$ cat config.mk
export PLATFORM = sky130hd
export DESIGN_NAME = s_axi_regfile_v2
export DESIGN_NICKNAME = d
export VERILOG_FILES = /design/src/rtl/s_axi_regfile_v2.sv
export SDC_FILE = /design/constraint.sdc
export NUM_CORES = 1
export LEC_CHECK = 0
export ABC_AREA = 1
export CAP_MARGIN = 40
export CORE_MARGIN = 2
export CORE_UTILIZATION = 45
export CTS_CLUSTER_DIAMETER = 200
export CTS_CLUSTER_SIZE = 16
export DETAILED_ROUTE_END_ITERATION = 7
export GPL_TIMING_DRIVEN = 0
export HOLD_SLACK_MARGIN = 0.03
export PLACE_DENSITY_LB_ADDON = 0.3
export SLEW_MARGIN = 25
export SYNTH_ARGS = -nofsm -noshare
export SYNTH_HDL_FRONTEND = slang
export SYNTH_SLANG_ARGS = --single-unit
$ cat constraint.sdc
create_clock -name clk -period 3.07 [get_ports clk]
set_input_delay 0.7675 -clock clk [delete_from_list [all_inputs] [get_ports clk]]
set_output_delay 0.7675 -clock clk [all_outputs]
set_load 0.05 [all_outputs]
$ cat src/rtl/s_axi_regfile_v2.sv
// Single-beat AXI4 slave register file with 1-deep AW/W buffers, ID echo and an XOR checksum word.
// Optional S_AXI_REGFILE_V2_CYCLE_CNT_EN maps a free-running cycle counter at index NUM_REGS+1.
module s_axi_regfile_v2 #(
  parameter int unsigned DATA_WIDTH = 32,
  parameter int unsigned ADDR_WIDTH = 32,
  parameter int unsigned ID_WIDTH   = 4,
  parameter int unsigned NUM_REGS   = 8
) (
  input  logic                    clk,
  input  logic                    areset,
  input  logic [ID_WIDTH-1:0]     awid_i,
  input  logic [ADDR_WIDTH-1:0]   awaddr_i,
  input  logic                    awvalid_i,
  output logic                    awready_o,
  input  logic [ID_WIDTH-1:0]     wid_i,
  input  logic [DATA_WIDTH-1:0]   wdata_i,
  input  logic [DATA_WIDTH/8-1:0] wstrb_i,
  input  logic                    wlast_i,
  input  logic                    wvalid_i,
  output logic                    wready_o,
  output logic [ID_WIDTH-1:0]     bid_o,
  output logic [1:0]              bresp_o,
  output logic                    bvalid_o,
  input  logic                    bready_i,
  input  logic [ID_WIDTH-1:0]     arid_i,
  input  logic [ADDR_WIDTH-1:0]   araddr_i,
  input  logic                    arvalid_i,
  output logic                    arready_o,
  output logic [ID_WIDTH-1:0]     rid_o,
  output logic [DATA_WIDTH-1:0]   rdata_o,
  output logic [1:0]              rresp_o,
  output logic                    rlast_o,
  output logic                    rvalid_o,
  input  logic                    rready_i
);

  localparam int unsigned StrbW   = DATA_WIDTH / 8;
  localparam int unsigned AddrLsb = $clog2(StrbW);
  localparam logic [1:0]  RespOkay   = 2'b00;
  localparam logic [1:0]  RespSlvErr = 2'b10;

  logic                  aw_full_q, aw_full_d, w_full_q, w_full_d;
  logic [ADDR_WIDTH-1:0] aw_addr_q, aw_addr_d;
  logic [ID_WIDTH-1:0]   aw_id_q, aw_id_d;
  logic [DATA_WIDTH-1:0] w_data_q, w_data_d;
  logic [StrbW-1:0]      w_strb_q, w_strb_d;
  logic [DATA_WIDTH-1:0] regs_q [NUM_REGS];
  logic [DATA_WIDTH-1:0] regs_d [NUM_REGS];
  logic                  bvalid_q, bvalid_d, rvalid_q, rvalid_d;
  logic [ID_WIDTH-1:0]   bid_q, bid_d, rid_q, rid_d;
  logic [1:0]            bresp_q, bresp_d, rresp_q, rresp_d;
  logic [DATA_WIDTH-1:0] rdata_q, rdata_d;

  logic                  aw_hs, w_hs, ar_hs, commit;
  logic [ADDR_WIDTH-1:0] aw_idx, ar_idx;
  logic [DATA_WIDTH-1:0] csum, rd_val;
  logic [1:0]            rd_resp;

  logic unused_inputs;
  assign unused_inputs = ^{wid_i, wlast_i};

`ifdef S_AXI_REGFILE_V2_CYCLE_CNT_EN
  logic [DATA_WIDTH-1:0] cnt_q, cnt_d;
  assign cnt_d = cnt_q + 1'b1;
`endif

  assign awready_o = !aw_full_q;
  assign wready_o  = !w_full_q;
  assign arready_o = !rvalid_q;
  assign bvalid_o  = bvalid_q;
  assign bid_o     = bid_q;
  assign bresp_o   = bresp_q;
  assign rvalid_o  = rvalid_q;
  assign rid_o     = rid_q;
  assign rdata_o   = rdata_q;
  assign rresp_o   = rresp_q;
  assign rlast_o   = rvalid_q;

  always_comb begin
    csum = '0;
    for (int i = 0; i < NUM_REGS; i++) csum ^= regs_q[i];
  end

  // Read mux sees pre-edge register state, so a same-edge commit returns old data.
  always_comb begin
    ar_idx  = araddr_i >> AddrLsb;
    rd_val  = '0;
    rd_resp = RespSlvErr;
    if (ar_idx < ADDR_WIDTH'(NUM_REGS)) begin
      rd_resp = RespOkay;
      for (int i = 0; i < NUM_REGS; i++) begin
        if (ar_idx == ADDR_WIDTH'(i)) rd_val = regs_q[i];
      end
    end else if (ar_idx == ADDR_WIDTH'(NUM_REGS)) begin
      rd_resp = RespOkay;
      rd_val  = csum;
`ifdef S_AXI_REGFILE_V2_CYCLE_CNT_EN
    end else if (ar_idx == ADDR_WIDTH'(NUM_REGS + 1)) begin
      rd_resp = RespOkay;
      rd_val  = cnt_q;
`endif
    end
  end

  always_comb begin
    aw_hs  = awvalid_i && !aw_full_q;
    w_hs   = wvalid_i && !w_full_q;
    ar_hs  = arvalid_i && !rvalid_q;
    commit = aw_full_q && w_full_q && (!bvalid_q || bready_i);
    aw_idx = aw_addr_q >> AddrLsb;

    aw_full_d = aw_full_q;
    aw_addr_d = aw_addr_q;
    aw_id_d   = aw_id_q;
    w_full_d  = w_full_q;
    w_data_d  = w_data_q;
    w_strb_d  = w_strb_q;
    bvalid_d  = bvalid_q;
    bid_d     = bid_q;
    bresp_d   = bresp_q;
    rvalid_d  = rvalid_q;
    rid_d     = rid_q;
    rdata_d   = rdata_q;
    rresp_d   = rresp_q;
    for (int i = 0; i < NUM_REGS; i++) regs_d[i] = regs_q[i];

    // Handshake and commit are mutually exclusive per buffer (full vs. empty).
    if (aw_hs) begin
      aw_full_d = 1'b1;
      aw_addr_d = awaddr_i;
      aw_id_d   = awid_i;
    end
    if (w_hs) begin
      w_full_d = 1'b1;
      w_data_d = wdata_i;
      w_strb_d = wstrb_i;
    end

    if (commit) begin
      aw_full_d = 1'b0;
      w_full_d  = 1'b0;
      bvalid_d  = 1'b1;
      bid_d     = aw_id_q;
      bresp_d   = (aw_idx < ADDR_WIDTH'(NUM_REGS)) ? RespOkay : RespSlvErr;
      for (int i = 0; i < NUM_REGS; i++) begin
        if (aw_idx == ADDR_WIDTH'(i)) begin
          for (int b = 0; b < StrbW; b++) begin
            if (w_strb_q[b]) regs_d[i][8*b +: 8] = w_data_q[8*b +: 8];
          end
        end
      end
    end else if (bready_i) begin
      bvalid_d = 1'b0;
    end

    if (ar_hs) begin
      rvalid_d = 1'b1;
      rid_d    = arid_i;
      rdata_d  = rd_val;
      rresp_d  = rd_resp;
    end else if (rready_i) begin
      rvalid_d = 1'b0;
    end
  end

  always_ff @(posedge clk or negedge areset) begin
    if (!areset) begin
      aw_full_q <= 1'b0;
      aw_addr_q <= '0;
      aw_id_q   <= '0;
      w_full_q  <= 1'b0;
      w_data_q  <= '0;
      w_strb_q  <= '0;
      bvalid_q  <= 1'b0;
      bid_q     <= '0;
      bresp_q   <= '0;
      rvalid_q  <= 1'b0;
      rid_q     <= '0;
      rdata_q   <= '0;
      rresp_q   <= '0;
      for (int i = 0; i < NUM_REGS; i++) regs_q[i] <= '0;
`ifdef S_AXI_REGFILE_V2_CYCLE_CNT_EN
      cnt_q     <= '0;
`endif
    end else begin
      aw_full_q <= aw_full_d;
      aw_addr_q <= aw_addr_d;
      aw_id_q   <= aw_id_d;
      w_full_q  <= w_full_d;
      w_data_q  <= w_data_d;
      w_strb_q  <= w_strb_d;
      bvalid_q  <= bvalid_d;
      bid_q     <= bid_d;
      bresp_q   <= bresp_d;
      rvalid_q  <= rvalid_d;
      rid_q     <= rid_d;
      rdata_q   <= rdata_d;
      rresp_q   <= rresp_d;
      for (int i = 0; i < NUM_REGS; i++) regs_q[i] <= regs_d[i];
`ifdef S_AXI_REGFILE_V2_CYCLE_CNT_EN
      cnt_q     <= cnt_d;
`endif
    end
  end

endmodule

### Yosys cells after proc, flatten, opt, wreduce, memory -nomap -nowiden

Cells that the tools add are included.

| storage, ports and cells | value |
|---|---|
| register bits | 376 |
| bits of input ports | 120 |
| output and inout port bits | 50 |

| operators by class | value |
|---|---|
| $lt $le $gt $ge | 2 |
| equality and inequality tests | 15 |
| muxes and demuxes | 21 |
| bitwise logic cells | 7 |
| reduce and logical (&&, ||, !) cells | 48 |

Operators by type and width:

| cell | number |
|---|---|
| 32-bit 2-to-1 mux | 10 |
| 30-bit by 3-bit == test with 1-bit output, second input constant | 8 |
| 32-bit XOR | 7 |
| 30-bit by 2-bit == test with 1-bit output, second input constant | 4 |
| 3-bit AND reduction | 32 |
| 32-bit logical NOT | 2 |
| 30-bit by 1-bit == test with 1-bit output, second input constant | 2 |
| 30-bit by 4-bit < comparator with 1-bit output, second input constant | 2 |
| 30-bit by 4-bit == test with 1-bit output, second input constant | 1 |
| 1-bit 2-to-1 mux | 8 |
| 2-bit nonzero test | 4 |
| 2-bit 2-to-1 mux | 3 |
| 1-bit logical AND | 5 |
| 1-bit logical NOT | 4 |
| 1-bit logical OR | 1 |

### Longest topological paths before layout

Gate-level depths: netlist of run 1.

| depth | value |
|---|---|
| depth after elaboration | 10 |
| gate-level depth with buffers | 15 |
| mapped depth without buffers | 13 |

### Least setup slack after synthesis of run 1

Ideal clock, no wire load.

| timing path | value |
|---|---|
| path kind | input-to-reg |
| start | input port araddr_i[16] |
| end | register rdata_q[15] (netlist: rdata_o[15]) |
| setup time | 66 ps |
| arrival | 2017 ps |
| slack | 987 ps |
| stages on the path | 10 |
| buffers on the path | 1 |
| path through | inv_1 nand2_1 nor2_1 nand2_1 nor4_2 clkbuf_1 nand2_1 nand3_1 nand2_1 nand2_1 |

| on the way | value |
|---|---|
| longest elaborated chain between the ends | 10 |

Ends and longest elaborated chain:

| item | line | text |
|---|---|---|
| start, declared | 26 | `input logic [ADDR_WIDTH-1:0] araddr_i,` |
| 32-bit logical NOT | 92 | `if (ar_idx == ADDR_WIDTH'(i)) rd_val = regs_q[i];` |
| 32-bit 2-to-1 mux (8 in series) | 92 |  |
| 32-bit 2-to-1 mux * | 89 | `if (ar_idx < ADDR_WIDTH'(NUM_REGS)) begin` |
| end signal, assigned | 197 | `rdata_q <= rdata_d;` |
| end, declared | 52 | `logic [DATA_WIDTH-1:0] rdata_q, rdata_d;` |

Mark *: on every way between the ends. The rest lies on a longest branch, timed or not.
A chain may end at the register's enable or synchronous reset.

### Final worst setup path of run 1

| timing path | value |
|---|---|
| start | input port araddr_i[14] |
| end | register rdata_q[13] (netlist: rdata_o[13]) |

The elaborated chain is that of the path after synthesis.

==> impl_metrics.yaml, run 1 <==
die:
  die-area_sq_mm: 0.04325
  coreArea_sq_mm: 0.04092
  ios: 170
  die_h_um: 208.0
  die_w_um: 208.0
  row_count: 74
  start_util_pct: 45.75
critical_path:
  slowest_delay_ns: 0.67
  cp-startpoint: "araddr_i[14]"
  cp_max_fo: 10
  path_delay_family: "simple AND/OR/NAND/NOR gates"
  crit_type: "in -> reg"
  critPathBufInv: 3
  end_kind: "register"
  cp_slowest_cell: "nor4_2"
  arrival_ns: 3.39
  r2r-end: "regs_q[134]$_DFFE_PN0P_"
  r2r-start: "aw_addr_q[8]$_DFFE_PN0P_"
  r2r.worst_path.cells: 9
  r2r_setup_slack_ns: 0.35
  cp_cell_sequence: "clkdlybuf4s50_1 > inv_1 > nand2_1 > nor2_1 > nand2_1 > nor4_2 > clkbuf_1 > nand2_1 > nand3_1 > nand2_1 > nand2_1"
  worstPathRequired_ns: 3.58
  cp-start-kind: "input port"
  cpMostUsedCell: "nand2_1"
flow_run:
  cap_viol_max_count: 0
grt:
  grt_max_degree: 92
  antenna_found_initial: 1
  grt_pass1_vias: 15710
  grt_pass1_wl_um: 84660
  overflow: 0
  grt_usage_pct: 24.47
yosys:
  synth_cells: 2289
  synth-async-reset-ratio_pct: 100.0
  synth_area_leaders: "dfrtp_1 50%, nand2_1 13%, xnor2_1 7.3%, o21ai_0 5.9%, nand3_1 4.6%"
  netlist_area_sq_mm: 0.01872
  yosysSeqAreaShare_pct: 49.72
  synthDistinctLibCells: 31
  synth-seq-cells: 372
  netlist.area_leader.share_pct: 49.72
  postSynthAreaPerCell_sq_um: 8.179
  yosysTopAreaCell: "dfrtp_1"
  synth-edff-count: 0
  yosysWarnings: 0
  synthFlopType: "dfrtp_1"
power:
  vdd_drop_max_mv: 0.3770
  power_density_mw_per_mm2: 510.9
  power.leakage_nw: 10.05
sta:
  fin_skew_ns: 0.01923
  maxSlewViolCount: 0
  fmax_mhz: 347.1
  holdWs_ns: 0.07393
  hold_violations: 0
  tns_ns: 0
  rsz0062_at_grt: "no"
  worstMarginPinSlew_ns: 0.7966
  finalWorstSetupSlack_ns: 0.1890
  setup_viol: 0
  slew-limit-headroom_pct: 46.90
  fin_crit_ns: 2.881
  finalCritPeriodShare_pct: 93.84
layout:
  n_antenna_cell: 0
  finalInstanceArea_sq_mm: 0.02180
  drive_gt1_share_pct: 6.124
  fin_nets: 2602
  fillCellCount: 3885
  area_growth_pct: 16.44
  post-route-util_pct: 53.27
cts:
  ctsResizeCount: 0
  cts_made_buffers: 27
  htreeDepth: 1
  cts_tree: "built"
  cts_root_buf: "clkbuf_16"
  cts_hold_buf: 0
  cts.sinks: 372
  clk_pin_slew_worst_paths_ns: 0.07
  post_cts_buffers: 0
  clockBufferDepth: 3
  clkLatencyLatePin_ns: 0.58
routing:
  post_drt_wl_per_cell_um: 17.44
  vias: 15960
  drt_wl_total_um: 52550
  routed_via_density: 5.295
  drt-pass1-iter-count: 6
  drtIter0Drc: 1305
  drc: 0
  ant_nets: 0
min_path:
  hp-class: "in -> async"
placed_design:
  place_area_sq_mm: 0.02109
  port_buffers: 158
  gp_congestion: 0.8634
  place_ws_ns: -0.4159
  place_hpwl_um: 37990
status:
  status: "finished, final reports clean"
[cell type report]
class                      instances  area [sq um]  area share, %
clock buffer                      27         675.6          3.099
multi-input combinational       1618          8070          37.02
inverter                         204         765.7          3.513
clock inverter                     2         25.02         0.1148
sequential                       372          9309          42.70
buffer                            96         580.6          2.663
tap                              532         665.6          3.053
timing repair buffer             163          1708          7.834
[worst reg2reg max path: stages, from the launching register on]
cell	delay (ns)
dfrtp_1	0.38
nor2_1	0.19
nand2_2	0.13
nor3_2	0.24
nand3_1	0.15
nor3_2	0.59
nand2_1	0.42
buf_2	0.34
nand2_1	0.09
o21ai_1	0.07
[routing by layer]
layer  GRT usage (%)  vias up  part of all wire [%]
met5               0        -                 0.025
met4           10.08        2                   4.0
met3           4.257      109                   7.1
met2           39.34      529                    46
met1           32.88     7711                    43
li1                -     7609                     -
[registers in the layout (all words and copies together), names as in the netlist]
signal     cells
regs_q       256
rdata_o       32
w_data_q      32
aw_addr_q     30
aw_id_q        4
bid_o          4
rid_o          4
w_strb_q       4
aw_full_q      1
bresp_o        1
bvalid_o       1
rlast_o        1
rresp_o        1
w_full_q       1
[per-stage QoR]
stage | power (mW) | std cells
after floorplan | 7.022 | 2290
after CTS | 11.23 | 3013
final | 11.14 | 3014
after global routing | 11.67 | 3014
after global placement | 7.941 | 2980
after detailed placement | 8.009 | 2984
[worst max path at each step]
stage,end,slack (ns),depth (start not counted)
global placement,w_data_q[26]$_DFFE_PN0P_,-14.85,1
detailed placement,rdata_o[25]$_DFFE_PN0P_,-0.42,11
finish,rdata_o[13]$_DFFE_PN0P_,0.19,11
CTS,rdata_o[25]$_DFFE_PN0P_,0.15,11
floorplan,rdata_o[15]$_DFFE_PN0P_,0.99,10
global route,rdata_o[7]$_DFFE_PN0P_,0.04,11
[report_power, final]
part / leakage (nW) / switching, mW / internal (mW) / total, mW
logic: 4.73 / 1.61 / 0.667 / 2.27
clock network: 0.344 / 1.68 / 1.56 / 3.24
registers: 4.98 / 0.208 / 5.41 / 5.62
total: 10.0 / 3.49 / 7.65 / 11.1
[cell families after synthesis]
family | share of synthesized area (%)
buffers and inverters | 7.191
muxes | 1.564
xor gates and xnor gates | 9.076
DFF | 49.72
AOI/OAI and AO/OA | 8.401
other | 0.02003
and+or+nand+nor | 24.03
[cells in the mapped netlist, drive strengths merged, types with 30 or more instances]
master  instances
nand2         652
dfrtp         372
o21ai         264
nor2          212
inv           203
nand3         171
xnor2         156
buf            66
a21oi          44
xor2           38
nand4          37
clkbuf         30
[placed cells by master (no fill, tap or decap), types with 6 or more instances in the layout]
| master | netlist | layout |
|---|---|---|
| a21oi_1 | 44 | 44 |
| buf_2 | 41 | 41 |
| buf_6 | 21 | 22 |
| clkbuf_1 | 30 | 30 |
| clkbuf_16 | 0 | 27 |
| clkdlybuf4s50_1 | 0 | 157 |
| dfrtp_1 | 372 | 372 |
| inv_1 | 202 | 202 |
| mux2_2 | 26 | 26 |
| nand2_1 | 647 | 647 |
| nand3_1 | 171 | 171 |
| nand4_1 | 37 | 37 |
| nor2_1 | 208 | 208 |
| nor3_2 | 7 | 7 |
| o21ai_0 | 221 | 221 |
| o21ai_1 | 37 | 37 |
| o21ai_2 | 6 | 6 |
| xnor2_1 | 156 | 156 |
| xor2_1 | 38 | 38 |
(Power assumes the default switching activity.)
==> run 2, diff against run 1 <==
--- a/config.mk
+++ b/config.mk
@@ -8,7 +8,7 @@
 export ABC_AREA = 1
 export CAP_MARGIN = 40
 export CORE_MARGIN = 2
-export CORE_UTILIZATION = 45
+export CORE_UTILIZATION = 60
 export CTS_CLUSTER_DIAMETER = 200
 export CTS_CLUSTER_SIZE = 16
 export DETAILED_ROUTE_END_ITERATION = 7
@@ -19,3 +19,4 @@
 export SYNTH_ARGS = -nofsm -noshare
 export SYNTH_HDL_FRONTEND = slang
 export SYNTH_SLANG_ARGS = --single-unit
+export TNS_END_PERCENT = 30
==> run 2 against run 1 <==
Global-route usage rose by 7.4 points. Clock skew rose by 0.0066 ns. Hold slack improved by 0.025 ns. Sequential share of layout area rose by 0.30 points. Utilization rose by 17 points. Wire length fell by 0.98%. Combinational power barely moved. Largest power group unchanged. Highest routed layer is now met4.
==> impl_metrics.yaml, run 2 (same netlist as run 1, synthesis figures left out) <==
grt:
  grt_usage_pct: 31.91
  grt_max_degree: 95
  grt_pass1_wl_um: 83660
  grt_pass1_vias: 16040
  antenna_found_initial: 0
  overflow: 0
die:
  coreArea_sq_mm: 0.03067
  die_h_um: 180.6
  ios: 170
  row_count: 64
  die-area_sq_mm: 0.03263
  die_w_um: 180.6
  start_util_pct: 61.04
placed_design:
  place_ws_ns: -0.4552
  port_buffers: 158
  place_area_sq_mm: 0.02092
  place_hpwl_um: 36590
  dp_cells: 2848
  gp_congestion: 0.8743
flow_run:
  cap_viol_max_count: 0
power:
  power.leakage_nw: 10.07
  power_density_mw_per_mm2: 514.5
  vdd_drop_max_mv: 0.5482
critical_path:
  arrival_ns: 3.41
  worstPathRequired_ns: 3.56
  cp_max_fo: 10
  r2r-end: "regs_q[184]$_DFFE_PN0P_"
  end_kind: "register"
  crit_type: "in -> reg"
  cp-start-kind: "input port"
  r2r-start: "aw_addr_q[13]$_DFFE_PN0P_"
  r2r_setup_slack_ns: 0.28
  r2r.worst_path.cells: 7
routing:
  drtIter0Drc: 1676
  routed_via_density: 5.729
  drc: 0
  vias: 16500
  ant_nets: 0
  post_drt_wl_per_cell_um: 18.07
  drt-pass1-iter-count: 6
  drt_wl_total_um: 52040
sta:
  rsz0062_at_grt: "no"
  slew-limit-headroom_pct: 39.22
  hold_violations: 0
  worstMarginPinSlew_ns: 0.9042
  finalCritPeriodShare_pct: 94.99
  setup_viol: 0
  fin_crit_ns: 2.916
  fmax_mhz: 342.9
  maxSlewViolCount: 0
  finalWorstSetupSlack_ns: 0.1539
  fin_skew_ns: 0.02579
layout:
  largest_register_ffs: 256
  area_growth_pct: 15.64
  final_cells: 2879
  layout_common_cells: "647 x nand2_1, 372 x dfrtp_1, 221 x o21ai_0"
  finalInstanceArea_sq_mm: 0.02165
  fin_nets: 2604
  fillCellCount: 2396
  multi_input_area_sq_mm: 0.008084
  layout_commonest_cell: "nand2_1"
  seq_area_sq_mm: 0.009309
  drive_gt1_share_pct: 6.242
  regMostFlops: "regs_q"
  n_antenna_cell: 0
cts:
  cts_root_buf: "clkbuf_16"
  cts_hold_buf: 0
  cts.sinks: 372
  cts_made_buffers: 27
  clockBufferDepth: 3
  htreeDepth: 1
  clkLatencyLatePin_ns: 0.56
  cts_tree: "built"
  clk_pin_slew_worst_paths_ns: 0.07
min_path:
  hp-class: "in -> async"
status:
  status: "finished, final reports clean"
==> run 2: cell count changes in the layout (fill, tap and decap cells not counted), sizes merged <==
cell    before  now
buf         72   75
inv        204  203
clkbuf      57   56
==> run 2: worst max-delay path: stages <==
cell	delay [ns]
clkdlybuf4s50_1	0.40
inv_1	0.06
nand2_1	0.06
nor2_1	0.10
nand2_1	0.27
nor4_4	0.60
clkbuf_1	0.71
nand2_1	0.14
nand3_1	0.17
nand2_1	0.07
nand2_1	0.07
==> run 2: layer usage <==
metal	track usage, %	wire [um]
met5	0	0
met1	42.08	20830
met2	53.08	24810
met4	12.61	2007
met3	5.093	4396
==> run 2: final cells by class <==
| type | count | area share [%] |
|---|---|---|
| plain buffers | 96 | 2.682 |
| clock buffers | 27 | 3.121 |
| clock inverters | 1 | 0.07513 |
| inverters | 204 | 3.537 |
| multi-input cells | 1618 | 37.34 |
| flip-flops and latches | 372 | 43.00 |
| well taps | 396 | 2.289 |
| repair buffers | 165 | 7.958 |
==> run 2: stage by stage <==
stage               TNS (ns)  total power [mW]  hold WS (ns)  util (%)
global route               0             11.61        0.1238     70.59
CTS                        0             11.14        0.1165     70.46
global placement    -5396.00             7.869        0.4612     67.83
floorplan                  0             7.022        0.4530         -
detailed placement    -13.87             7.970        0.4640     68.20
finish                     0             11.14       0.09871     70.59
==> run 2: worst max-delay path by stage <==
stage	to	start	slack, ns	cells after the start
floorplan	rdata_o[15]$_DFFE_PN0P_	araddr_i[16]	0.99	10
global placement	regs_q[17]$_DFFE_PN0P_	areset	-14.51	1
detailed placement	rdata_o[25]$_DFFE_PN0P_	araddr_i[10]	-0.46	11
CTS	rdata_o[25]$_DFFE_PN0P_	araddr_i[10]	0.11	11
global route	rdata_o[11]$_DFFE_PN0P_	araddr_i[19]	0.05	15
finish	rdata_o[25]$_DFFE_PN0P_	araddr_i[10]	0.15	11
==> run 2: timing repair <==
item                                    CTS  global route
gates resized for setup                   0             4
setup buffers                             0             2
endpoints found under the setup margin    0            14
==> run 2: power breakdown <==
group | internal [mW] | switching [mW]
clock | 1.56 | 1.68
combinational | 0.674 | 1.60
sequential | 5.42 | 0.215
